### config.mk
export PLATFORM = sky130hd
export DESIGN_NAME = sym_serializer_tx
export DESIGN_NICKNAME = d
export VERILOG_FILES = /design/src/rtl/sym_serializer_pkg.sv /design/src/rtl/sym_serializer_tx.sv
export SDC_FILE = /design/constraint.sdc
export NUM_CORES = 1
export LEC_CHECK = 0
export BUFFER_PORTS_ARGS = -buffer_cell sky130_fd_sc_hd__buf_2
export CAP_MARGIN = 20
export CORE_MARGIN = 1
export CORE_UTILIZATION = 35
export CTS_CLUSTER_DIAMETER = 60
export DETAILED_ROUTE_END_ITERATION = 16
export GPL_ROUTABILITY_DRIVEN = 0
export GPL_TIMING_DRIVEN = 0
export PLACE_DENSITY = 0.51
export SLEW_MARGIN = 10
export SYNTH_ARGS = -nofsm -noshare
export SYNTH_HDL_FRONTEND = slang
export SYNTH_SLANG_ARGS = --single-unit
export TNS_END_PERCENT = 1
### constraint.sdc
create_clock -name clk -period 1.5 [get_ports clk]
set_input_delay 0.15 -clock clk [delete_from_list [all_inputs] [get_ports clk]]
set_output_delay 0.15 -clock clk [all_outputs]
set_load 0.05 [all_outputs]
### src/rtl/sym_serializer_pkg.sv
// Shared types and sizing for the serial symbol link (transmitter and receiver side).
// Both ends use calc_syms so that the MSB-side zero-padding rule is the same everywhere.
package sym_serializer_pkg;

  typedef enum logic [1:0] {
    IDLE   = 2'd0,
    SEND   = 2'd1,
    PARITY = 2'd2
  } state_e;

  localparam int DEF_DATA_W = 8;
  localparam int DEF_SYM_W  = 3;

  function automatic int calc_syms(input int data_w, input int sym_w);
    return (data_w + sym_w - 1) / sym_w;
  endfunction

endpackage

### src/rtl/sym_serializer_tx.sv
// Parallel-to-serial symbol transmitter with per-word MSB/LSB-first order.
// Optional trailing even-parity symbol when SYM_SERIALIZER_PARITY_EN is defined.
module sym_serializer_tx
  import sym_serializer_pkg::*;
#(
  parameter int DATA_W = DEF_DATA_W,
  parameter int SYM_W  = DEF_SYM_W
) (
  input  logic              clk,
  input  logic              reset,
  input  logic [DATA_W-1:0] par_data,
  input  logic              par_valid,
  output logic              par_ready,
  input  logic              msb_first,
  output logic [SYM_W-1:0]  ser_data,
  output logic              ser_valid,
  input  logic              ser_ready,
  output logic              ser_last,
  output logic              busy
);

  localparam int SYMS  = calc_syms(DATA_W, SYM_W);
  localparam int PAD_W = SYMS * SYM_W;
  localparam int CNT_W = (SYMS > 1) ? $clog2(SYMS) : 1;
  localparam logic [CNT_W-1:0] LAST_CNT = CNT_W'(SYMS - 1);
`ifdef SYM_SERIALIZER_PARITY_EN
  // The parity symbol carries the last marker, never a data symbol.
  localparam logic LAST_ON_DATA = 1'b0;
`else
  localparam logic LAST_ON_DATA = 1'b1;
`endif

  state_e             state_q, state_d;
  logic [PAD_W-1:0]   shreg_q, shreg_d;
  logic [CNT_W-1:0]   cnt_q, cnt_d;
  logic               msb_q, msb_d;
  logic               par_ready_q, par_ready_d;
  logic               ser_valid_q, ser_valid_d;
  logic               ser_last_q, ser_last_d;
  logic               busy_q, busy_d;
  logic [SYM_W-1:0]   ser_data_q, ser_data_d;
  logic [PAD_W-1:0]   padded_s;
  logic [PAD_W-1:0]   shifted_s;
`ifdef SYM_SERIALIZER_PARITY_EN
  logic               parity_q, parity_d;

  function automatic logic even_parity(input logic [DATA_W-1:0] w);
    return ^w;
  endfunction
`endif

  // The symbol on the wire is always the end of the register facing the shift direction.
  function automatic logic [SYM_W-1:0] front_sym(input logic [PAD_W-1:0] w, input logic msb);
    if (msb) begin
      return w[PAD_W-1 -: SYM_W];
    end else begin
      return w[SYM_W-1:0];
    end
  endfunction

  assign padded_s  = PAD_W'(par_data);
  assign shifted_s = msb_q ? (shreg_q << SYM_W) : (shreg_q >> SYM_W);

  // Next-state, datapath and registered-output computation.
  always_comb begin
    state_d     = state_q;
    shreg_d     = shreg_q;
    cnt_d       = cnt_q;
    msb_d       = msb_q;
    par_ready_d = par_ready_q;
    ser_valid_d = ser_valid_q;
    ser_last_d  = ser_last_q;
    busy_d      = busy_q;
    ser_data_d  = ser_data_q;
`ifdef SYM_SERIALIZER_PARITY_EN
    parity_d    = parity_q;
`endif
    case (state_q)
      IDLE: begin
        if (par_valid) begin
          state_d     = SEND;
          shreg_d     = padded_s;
          msb_d       = msb_first;
          cnt_d       = CNT_W'(0);
          par_ready_d = 1'b0;
          ser_valid_d = 1'b1;
          busy_d      = 1'b1;
          ser_data_d  = front_sym(padded_s, msb_first);
          ser_last_d  = LAST_ON_DATA & (LAST_CNT == CNT_W'(0));
`ifdef SYM_SERIALIZER_PARITY_EN
          parity_d    = even_parity(par_data);
`endif
        end else begin
          par_ready_d = 1'b1;
          ser_valid_d = 1'b0;
        end
      end
      SEND: begin
        if (ser_ready) begin
          if (cnt_q == LAST_CNT) begin
`ifdef SYM_SERIALIZER_PARITY_EN
            state_d    = PARITY;
            ser_data_d = SYM_W'(parity_q);
            ser_last_d = 1'b1;
`else
            state_d     = IDLE;
            shreg_d     = '0;
            cnt_d       = CNT_W'(0);
            par_ready_d = 1'b1;
            ser_valid_d = 1'b0;
            ser_last_d  = 1'b0;
            busy_d      = 1'b0;
            ser_data_d  = SYM_W'(0);
`endif
          end else begin
            shreg_d    = shifted_s;
            cnt_d      = cnt_q + CNT_W'(1);
            ser_data_d = front_sym(shifted_s, msb_q);
            ser_last_d = LAST_ON_DATA & ((cnt_q + CNT_W'(1)) == LAST_CNT);
          end
        end else begin
          state_d = SEND;
        end
      end
`ifdef SYM_SERIALIZER_PARITY_EN
      PARITY: begin
        if (ser_ready) begin
          state_d     = IDLE;
          shreg_d     = '0;
          cnt_d       = CNT_W'(0);
          par_ready_d = 1'b1;
          ser_valid_d = 1'b0;
          ser_last_d  = 1'b0;
          busy_d      = 1'b0;
          ser_data_d  = SYM_W'(0);
        end else begin
          state_d = PARITY;
        end
      end
`endif
      default: begin
        state_d     = IDLE;
        shreg_d     = '0;
        cnt_d       = CNT_W'(0);
        par_ready_d = 1'b1;
        ser_valid_d = 1'b0;
        ser_last_d  = 1'b0;
        busy_d      = 1'b0;
        ser_data_d  = SYM_W'(0);
      end
    endcase
  end

  // State and output registers; reset abandons any word in flight.
  always_ff @(posedge clk or posedge reset) begin
    if (reset) begin
      state_q     <= IDLE;
      shreg_q     <= '0;
      cnt_q       <= CNT_W'(0);
      msb_q       <= 1'b0;
      par_ready_q <= 1'b1;
      ser_valid_q <= 1'b0;
      ser_last_q  <= 1'b0;
      busy_q      <= 1'b0;
      ser_data_q  <= SYM_W'(0);
`ifdef SYM_SERIALIZER_PARITY_EN
      parity_q    <= 1'b0;
`endif
    end else begin
      state_q     <= state_d;
      shreg_q     <= shreg_d;
      cnt_q       <= cnt_d;
      msb_q       <= msb_d;
      par_ready_q <= par_ready_d;
      ser_valid_q <= ser_valid_d;
      ser_last_q  <= ser_last_d;
      busy_q      <= busy_d;
      ser_data_q  <= ser_data_d;
`ifdef SYM_SERIALIZER_PARITY_EN
      parity_q    <= parity_d;
`endif
    end
  end

  assign par_ready = par_ready_q;
  assign ser_valid = ser_valid_q;
  assign ser_last  = ser_last_q;
  assign busy      = busy_q;
  assign ser_data  = ser_data_q;

endmodule
==> key figures, run 1 <==
Yosys
  – Post-synthesis mux area share: about 11%
  – YS warnings: 0
  – Synth Instances: 90
  – Netlist cell types: 23
  – Post-synthesis sequential element count: 19
  – Combinational family with the most area after synthesis: simple AND/OR/NAND/NOR gates
  – Synth Area in Compound Gates: 16.4%
  – Synthesized Nets: 103
  – Post-Synth XOR/XNOR Area: 0%
  – Syn_area_per_cell: 10.3 um^2
  – Seq/Total Area, Yosys: 51.2%
  – Adder-Cell Fraction of Synth Area: 0%
  – Post-synthesis simple-gate area fraction: 16.5%
  – Mapped cell area: 931 um^2

Die
  – Die area: 2870 um^2
  – IO Count: 20
  – Die Y: roughly 54 um
  – Initial Util: 37.2%
  – Die width: about 54 um
  – CORE AREA: 2500 um^2
  – # rows: 18

Global routing
  – Global-route wire length before repair: 3.42 mm
  – Maximum number of pins on one net before global-route repair: 20
  – Initial antenna violation count: 0
  – Vias in the first global route: 699
  – Total global routing track utilization: 17.3%
  – Remaining Overflow, GRT: 0

Clock network
  – Post-cts sizing count: 0
  – Clock slew at reported path FFs: 100 ps
  – CTS Buffer Depth: 2
  – H-tree lvl count: 1
  – Root buf cell: clkbuf_4
  – CTS tree: done
  – Clk_lat worst skew: 300 ps
  – Clock Sinks: 19
  – Total CTS buffers: 3

Worst setup path
  – Crit path max fanout: 10
  – CP max stage cell: dfrtp_1
  – R2R Setup Slk: 220 ps
  – Crit end category: flip-flop
  – FF-to-FF End: shreg_q[1]
  – Slowest cell delay on critical path: 380 ps
  – CP Class: flip-flop to flip-flop
  – Crit path max-delay family: flip-flops
  – FF-to-FF path depth: 5
  – CP cell instances: buf_6 > mux2i_2 > buf_6 > a21oi_1 > a21oi_1
  – R2R Path Start: state_q[0]
  – Data arrival time of the worst path: 1500 ps
  – Worst path required time: 1720 ps
  – Startpoint types: flip-flop
  – Crit path buf inv count: 2

Placement
  – Port bufs: 19
  – Placed inst area: 1060 um^2
  – Post-DP HPWL: 1.48 mm

Layout
  – Fin util: 44.0%
  – ANT cells: 0
  – Share of post-route cells with drive strength above 1: 32.5%
  – Final instance area: 1100 um^2
  – Final nets: 128
  – Area grow syn2layout: 18.3%

STA
  – Slew HR: between 50% and 60%
  – Worst-Margin Slew: 725 ps
  – Final setup fails: 0
  – Final hold vios: 0
  – Pins Over Slew Limit: 0
  – Setup Skew: slightly above 7 ps
  – Max Clock Freq: between 700 and 800 MHz
  – Min cycle time layout: 1280 ps
  – Final period utilization: 85.4%
  – Hold WS: 135 ps
  – Setup_tns: 0 ps
  – RSZ-0062 raised after global routing: false

Power
  – Worst IR Drop VDD: 0.00148 V
  – Power Dens Cells: 2180 nW/um^2
  – Lkg Pwr: 0.496 nW

Routing
  – Wirelength per Cell: 14.6 um
  – Vias per cell: between 5 and 6
  – Drt drc: 0
  – Routed wire length: 2.10 mm
  – DRT Pass-1 Iters: 4
  – Final ANT Viol Nets: 0
  – Vias: approximately 750
  – Initial DRC Count: 16

Min path
  – Hold path start: par_data[2]
  – Hold Crit Class: input pin to flip-flop
  – Worst Hold Depth: 3
  – Hold Path Sink: shreg_q[2]

Flow run
  – Maxcap violations: 0

Outcome
  – Status: completed
==> state kept, by name, summed over array words and instances (netlist names) <==
| signal | flops |
|---|---|
| ser_data | 3 |
| cnt_q | 1 |
| busy | 1 |
| ser_last | 1 |
| state_q | 1 |
| ser_valid | 1 |
| par_ready | 1 |
| shreg_q | 9 |
| msb_q | 1 |
==> synth_stat cells <==
cell	instances	area [um^2]
o21ai_0	4	20.0
mux2_2	6	67.6
nand4b_1	3	26.3
o21a_1	1	7.51
buf_2	4	20.0
a32oi_1	5	43.8
a21oi_1	12	60.1
nand2b_1	3	18.8
mux2i_2	1	13.8
and2_1	1	6.26
buf_6	2	22.5
nor2_1	10	37.5
dfstp_2	1	26.3
mux2i_1	2	20.0
nand3b_1	1	7.51
nand2_1	7	26.3
nand4_1	3	18.8
dfrtp_1	18	450
nor3b_1	1	7.51
inv_1	1	3.75
a31oi_1	2	12.5
nand3_1	1	5.00
a22o_1	1	8.76
==> layout make-up <==
cell class                 instances  area (um^2)
fill                             246         1400
sequential                        19          477
multi-input combinational         64          408
timing repair buffer              20          105
buffer                             6         42.5
tap                               30         37.5
clock buffer                       3         22.5
clock inverter                     1         5.00
inverter                           1         3.75
==> cell usage in the layout (no fill, tap or decap), drive strengths merged <==
master        n
buf          25
dfrtp        18
a21oi        12
nor2         10
nand2         7
mux2          6
a32oi         5
o21ai         4
nand2b        3
nand4         3
nand4b        3
clkbuf        3
mux2i         3
a31oi         2
nand3b        1
and2          1
a22o          1
inv           1
nand3         1
o21a          1
nor3b         1
clkinv        1
dlygate4sd3   1
dfstp         1
==> worst max path at each step <==
stage	from	to	slack (ps)	cells past startpoint
6_report	state_q[0]	shreg_q[1]	220	5
5_1_grt	state_q[0]	shreg_q[0]	110	5
4_1_cts	msb_q	shreg_q[4]	220	4
3_5_place_dp	msb_q	shreg_q[4]	230	4
3_3_place_gp	msb_q	shreg_q[3]	240	4
2_1_floorplan	ser_last	ser_data[0]	130	4
==> timing repair <==
item | in CTS | in global routing
hold buffers | 1 | 0
buffers inserted | 0 | 0
endpoints found under the hold margin | 18 | 0
==> where the power goes <==
part / switching, mW / total [mW] / internal, mW
sequential: 0.155 / 0.919 / 0.764
clock: 0.161 / 0.260 / 0.0993
combinational: 0.759 / 1.22 / 0.463
total: 1.07 / 2.40 / 1.33
==> routing by layer <==
layer / part of all wire [%] / GRT usage, % / vias up
li1: - / - / 378
met2: 43 / 26.7 / 18
met4: 0.71 / 2.63 / 0
met5: 0 / 0 / -
met3: 5.0 / 5.93 / 2
met1: 51 / 23.9 / 351
==> per-stage QoR <==
step | worst slack, ps | cells | power (mW)
floorplan | 126 | 90 | 1.87
global placement | 241 | 139 | 2.15
detailed placement | 233 | 139 | 2.15
CTS | 216 | 144 | 2.42
global route | 108 | 144 | 2.59
finish | 219 | 144 | 2.40
==> tightest hold or removal path: stages <==
cell,delay [ps]
buf_2,100
nand2b_1,70
a31oi_1,80
==> cell families after synthesis <==
family,Yosys count
compound gates,25
buf+inv,7
flops,19
simple gates,30
mux,9
Note: power is estimated with default switching activity, not from simulation.
==> run 2, diff against run 1 <==
==> constraint.sdc (replaced) <==
create_clock -name clk -period 1.5 [get_ports clk]
set_input_delay 0.3 -clock clk [delete_from_list [all_inputs] [get_ports clk]]
set_output_delay 0.3 -clock clk [all_outputs]
set_load 0.05 [all_outputs]
==> key figures, run 2 (synthesis gave the netlist of run 1 again) <==
Die
  – CORE AREA: 2500 um^2 (unchanged)
  – Initial Util: 37.2% (unchanged)
  – # rows: 18 (unchanged)
  – Die area: 2870 um^2 (unchanged)
  – Die width: 53.6 um (unchanged)
  – Die Y: 53.6 um (unchanged)
  – IO Count: 20 (unchanged)

Layout
  – Register Area: 477 um^2 (unchanged)
  – Most flops, register: shreg_q
  – Area grow syn2layout: 17.2%
  – Finished Layout Cells: 143 (-0.69%)
  – Max FFs per register: 9 (unchanged)
  – Final nets: 127 (-0.78%)
  – Footprint of the multi-input gates: 408 um^2 (unchanged)
  – Filler cells: 247 (+0.41%)
  – Commonest non-fill, non-tap cell in the layout: buf_2
  – ANT cells: 0 (unchanged)
  – Commonest non-fill, non-tap cells in the layout: buf_2 (23), dfrtp_1 (18), a21oi_1 (12)
  – Share of post-route cells with drive strength above 1: 32.7% (+0.29 points)

STA
  – RSZ-0062 raised after global routing: false
  – Final hold vios: 0 (unchanged)
  – Worst-Margin Slew: 725 ps (-0.00185 ps)
  – Setup_tns: 0 ps (unchanged)
  – Final period utilization: 92.5% (+7.1 points)
  – Max Clock Freq: 721 MHz (-7.7%)
  – Min cycle time layout: 1390 ps (+106 ps)
  – Slew HR: 51.6% (about the same)
  – Pins Over Slew Limit: 0 (unchanged)
  – Final setup fails: 0 (unchanged)
  – Setup Skew: 7.14 ps (unchanged)

Clock network
  – Total CTS buffers: 3 (unchanged)
  – Clock slew at reported path FFs: 110 ps (about the same)
  – CTS tree: done
  – CTS Buffer Depth: 2 (unchanged)
  – Post-cts sizing count: 0 (unchanged)
  – Clock Sinks: 19 (unchanged)
  – Clk_lat worst skew: 300 ps (about the same)
  – H-tree lvl count: 1 (unchanged)
  – Setup bufs post-CTS: 0 (unchanged)
  – Hold buffer count at cts: 0 (-1)
  – Root buf cell: clkbuf_4

Placement
  – Placed Cells: 139 (unchanged)
  – Post-DP HPWL: 1.48 mm (unchanged)
  – Port bufs: 19 (unchanged)

Worst setup path
  – Slowest cell delay on critical path: 540 ps (+160 ps)
  – CP Class: flip-flop to output port
  – CP cell instances: buf_2
  – CP max stage cell: dfstp_2
  – Crit path max-delay family: flip-flops
  – Crit path buf inv count: 1 (-1)
  – Startpoint types: flip-flop
  – Data arrival time of the worst path: 1090 ps (-410 ps)
  – Crit path max fanout: 2 (-8)
  – Worst path required time: 1200 ps (-520 ps)
  – Crit end category: output port

Global routing
  – Initial antenna violation count: 0 (unchanged)
  – Global-route wire length before repair: 3.42 mm (unchanged)
  – Maximum number of pins on one net before global-route repair: 20 (unchanged)
  – Vias in the first global route: 699 (unchanged)
  – Total global routing track utilization: 17.3% (unchanged)
  – Remaining Overflow, GRT: 0 (unchanged)

Routing
  – Initial DRC Count: 16 (unchanged)
  – DRT Pass-1 Iters: 4 (unchanged)
  – Routed wire length: 2.10 mm (-0.14%)
  – Final ANT Viol Nets: 0 (unchanged)
  – Vias per cell: 5.22 (+0.43%)
  – Vias: 747 (-0.27%)
  – Wirelength per Cell: 14.7 um (+0.56%)
  – Drt drc: 0 (unchanged)

Outcome
  – Status: completed

Power
  – Pint: 1.32 mW (-0.13%)
  – Switching power: 1.07 mW (about the same)
  – Flop pwr share: 38.3% (about the same)
  – Worst IR Drop VDD: 0.00148 V (about the same)
  – Combinational Power Share: 50.9% (about the same)
  – Power Dens Cells: 2200 nW/um^2 (+0.84%)
  – Net Sw Frac: 44.8% (about the same)
  – Lkg Pwr: 0.491 nW (-0.84%)
  – Clock power frac: 10.8% (about the same)

Flow run
  – Maxcap violations: 0 (unchanged)

Min path
  – Hold Crit Class: input pin to async pin
run 2: cell types whose count changed in the layout (fill, tap and decap cells not counted), sizes merged:
cell,change
dlygate4sd3,-1
run 2: power by group through the flow:
stage | combinational, mW | clock [mW] | sequential [mW]
after floorplan | 0.669 | 0 | 1.21
after global placement | 1.22 | 0 | 0.925
after detailed placement | 1.22 | 0 | 0.928
after CTS | 1.23 | 0.277 | 0.917
after global routing | 1.33 | 0.307 | 0.952
final | 1.22 | 0.260 | 0.919
run 2: area by class of cell:
type                    instances  area share [%]
clock buffers                   3            2.06
flip-flops and latches         19            43.7
well taps                      30            3.44
clock inverters                 1           0.459
inverters                       1           0.344
plain buffers                   6            3.90
repair buffers                 19            8.72
multi-input cells              64            37.4
run 2: final timing paths:
path                        startpoint          end  slack [ps]  cells after the start
min in group clk           par_data[2]   shreg_q[2]         280                      3
hold / removal                   reset         busy         100                      2
setup reg to reg            state_q[0]   shreg_q[1]         220                      5
hold reg to reg            ser_data[2]  ser_data[2]         490                      2
max in group asynchronous        reset   shreg_q[1]         940                      2
setup / recovery             par_ready    par_ready         110                      1
run 2: per-stage QoR:
| step | util [%] | power (mW) | setup WS, ps | hold WS [ps] | cell area (um^2) |
|---|---|---|---|---|---|
| after floorplan | - | 1.87 | 126 | 250 | 931 |
| after global placement | 42.5 | 2.15 | 241 | 462 | 1060 |
| after detailed placement | 42.5 | 2.15 | 233 | 471 | 1060 |
| after CTS | 43.6 | 2.42 | 96.7 | 137 | 1090 |
| after global routing | 43.6 | 2.59 | 55.1 | 164 | 1090 |
| final | 43.6 | 2.40 | 112 | 102 | 1090 |
run 2: per-layer routing:
metal | track usage, % | up-vias | part of all wire, %
li1 | - | 376 | -
met1 | 23.9 | 351 | 51
met2 | 26.7 | 18 | 43
met3 | 5.93 | 2 | 4.9
met4 | 2.63 | 0 | 0.71
met5 | 0 | - | 0
==> run 3, diff against run 2 <==
==> constraint.sdc (replaced) <==
create_clock -name clk -period 1.5 [get_ports clk]
set_input_delay 0.375 -clock clk [delete_from_list [all_inputs] [get_ports clk]]
set_output_delay 0.375 -clock clk [all_outputs]
set_load 0.05 [all_outputs]
==> key figures, run 3 (synthesis gave the netlist of run 1 again) <==
Outcome
  – Status: completed

Layout
  – Area grow syn2layout: 17.5%
  – Footprint of the multi-input gates: 408 um^2 (unchanged)
  – Commonest non-fill, non-tap cell in the layout: buf_2
  – Finished Layout Cells: 143 (unchanged)
  – Register Area: 477 um^2 (unchanged)
  – Commonest non-fill, non-tap cells in the layout: buf_2 (22), dfrtp_1 (18), a21oi_1 (12)
  – Share of post-route cells with drive strength above 1: 32.7% (unchanged)
  – Filler cells: 246 (-0.40%)
  – Max FFs per register: 9 (unchanged)
  – Final nets: 127 (unchanged)
  – Most flops, register: shreg_q
  – ANT cells: 0 (unchanged)

Power
  – Combinational Power Share: 51.0% (about the same)
  – Pint: 1.33 mW (+0.44%)
  – Switching power: 1.07 mW (about the same)
  – Power Dens Cells: 2200 nW/um^2 (about the same)
  – Net Sw Frac: 44.7% (-0.11 points)
  – Lkg Pwr: 0.493 nW (+0.23%)
  – Worst IR Drop VDD: 0.00148 V (about the same)
  – Flop pwr share: 38.2% (about the same)
  – Clock power frac: 10.8% (about the same)

Worst setup path
  – Crit end category: output port
  – Worst Setup SP: par_ready
  – CP max stage cell: dfstp_2
  – Slowest cell delay on critical path: 550 ps (about the same)
  – Worst path required time: 1120 ps (-80 ps)
  – R2R Path Start: state_q[0]
  – CP cell instances: clkbuf_4
  – CP Class: flip-flop to output port
  – Crit path buf inv count: 1 (unchanged)
  – Startpoint types: flip-flop
  – Crit path max-delay family: flip-flops
  – Crit path max fanout: 2 (unchanged)
  – Data arrival time of the worst path: 1060 ps (-30 ps)

Clock network
  – Setup bufs post-CTS: 0 (unchanged)
  – Hold buffer count at cts: 0 (unchanged)
  – CTS Buffer Depth: 2 (unchanged)
  – Post-cts sizing count: 0 (unchanged)
  – Total CTS buffers: 3 (unchanged)
  – Clock slew at reported path FFs: 110 ps (about the same)
  – Clk_lat worst skew: 300 ps (about the same)
  – CTS tree: done
  – H-tree lvl count: 1 (unchanged)
  – Root buf cell: clkbuf_4
  – Clock Sinks: 19 (unchanged)

Die
  – Die Y: 53.6 um (unchanged)
  – Die width: 53.6 um (unchanged)
  – CORE AREA: 2500 um^2 (unchanged)
  – Die area: 2870 um^2 (unchanged)
  – # rows: 18 (unchanged)
  – IO Count: 20 (unchanged)
  – Initial Util: 37.2% (unchanged)

Routing
  – Vias: 747 (unchanged)
  – Drt drc: 0 (unchanged)
  – Final ANT Viol Nets: 0 (unchanged)
  – DRT Pass-1 Iters: 4 (unchanged)
  – Routed wire length: 2.10 mm (unchanged)
  – Initial DRC Count: 16 (unchanged)
  – Wirelength per Cell: 14.7 um (unchanged)
  – Vias per cell: 5.22 (unchanged)

Global routing
  – Initial antenna violation count: 0 (unchanged)
  – Total global routing track utilization: 17.3% (unchanged)
  – Maximum number of pins on one net before global-route repair: 20 (unchanged)
  – Global-route wire length before repair: 3.42 mm (unchanged)
  – Remaining Overflow, GRT: 0 (unchanged)
  – Vias in the first global route: 699 (unchanged)

STA
  – Pins Over Slew Limit: 0 (unchanged)
  – Min cycle time layout: 1430 ps (+43.5 ps)
  – Final period utilization: 95.4% (+2.9 points)
  – Setup_tns: 0 ps (unchanged)
  – Final setup fails: 0 (unchanged)
  – Worst-Margin Slew: 725 ps (unchanged)
  – RSZ-0062 raised after global routing: false
  – Max Clock Freq: 699 MHz (-3.0%)
  – Slew HR: 51.6% (unchanged)
  – Setup Skew: 7.14 ps (unchanged)
  – Final hold vios: 0 (unchanged)

Flow run
  – Maxcap violations: 0 (unchanged)

Placement
  – Post-DP HPWL: 1.48 mm (unchanged)
  – Port bufs: 19 (unchanged)
  – Placed Cells: 139 (unchanged)

Min path
  – Hold Crit Class: input pin to async pin
run 3: power by group through the flow:
stage                     clock network, mW  logic [mW]  registers, mW
after global placement                    0        1.22          0.925
after detailed placement                  0        1.22          0.928
after global routing                  0.307        1.34          0.953
after floorplan                           0       0.669           1.21
after CTS                             0.277        1.23          0.917
final                                 0.260        1.23          0.920
run 3: final timing paths:
check | slack, ps | end | cells past startpoint
max | 70 | par_ready | 1
min | 180 | busy | 2
max reg2reg | 220 | shreg_q[1] | 5
min reg2reg | 490 | ser_data[2] | 2
max in group asynchronous | 860 | shreg_q[1] | 2
min in group clk | 360 | shreg_q[2] | 3
run 3: stage by stage:
step | worst slack [ps] | total power, mW | cell area (um^2) | utilization [%] | hold WS, ps
3_5_place_dp | 215 | 2.15 | 1060 | 42.5 | 471
2_1_floorplan | 126 | 1.87 | 931 | - | 325
6_report | 68.7 | 2.41 | 1090 | 43.7 | 177
3_3_place_gp | 221 | 2.15 | 1060 | 42.5 | 462
4_1_cts | 21.7 | 2.42 | 1090 | 43.6 | 212
5_1_grt | 11.9 | 2.60 | 1090 | 43.7 | 239
run 3: cell type report:
| type | instances | share of cell area (%) |
|---|---|---|
| clock buffer | 3 | 2.06 |
| multi-input combinational | 64 | 37.3 |
| timing repair buffer | 19 | 8.92 |
| tap | 30 | 3.43 |
| sequential | 19 | 43.6 |
| inverter | 1 | 0.343 |
| clock inverter | 1 | 0.458 |
| buffer | 6 | 3.89 |
run 3: metal layers:
metal,vias to the layer above,GRT usage (%),wire length (um)
li1,376,-,-
met1,351,23.9,1070
met2,18,26.7,905
met3,2,5.93,103
met4,0,2.63,15
met5,-,0,0
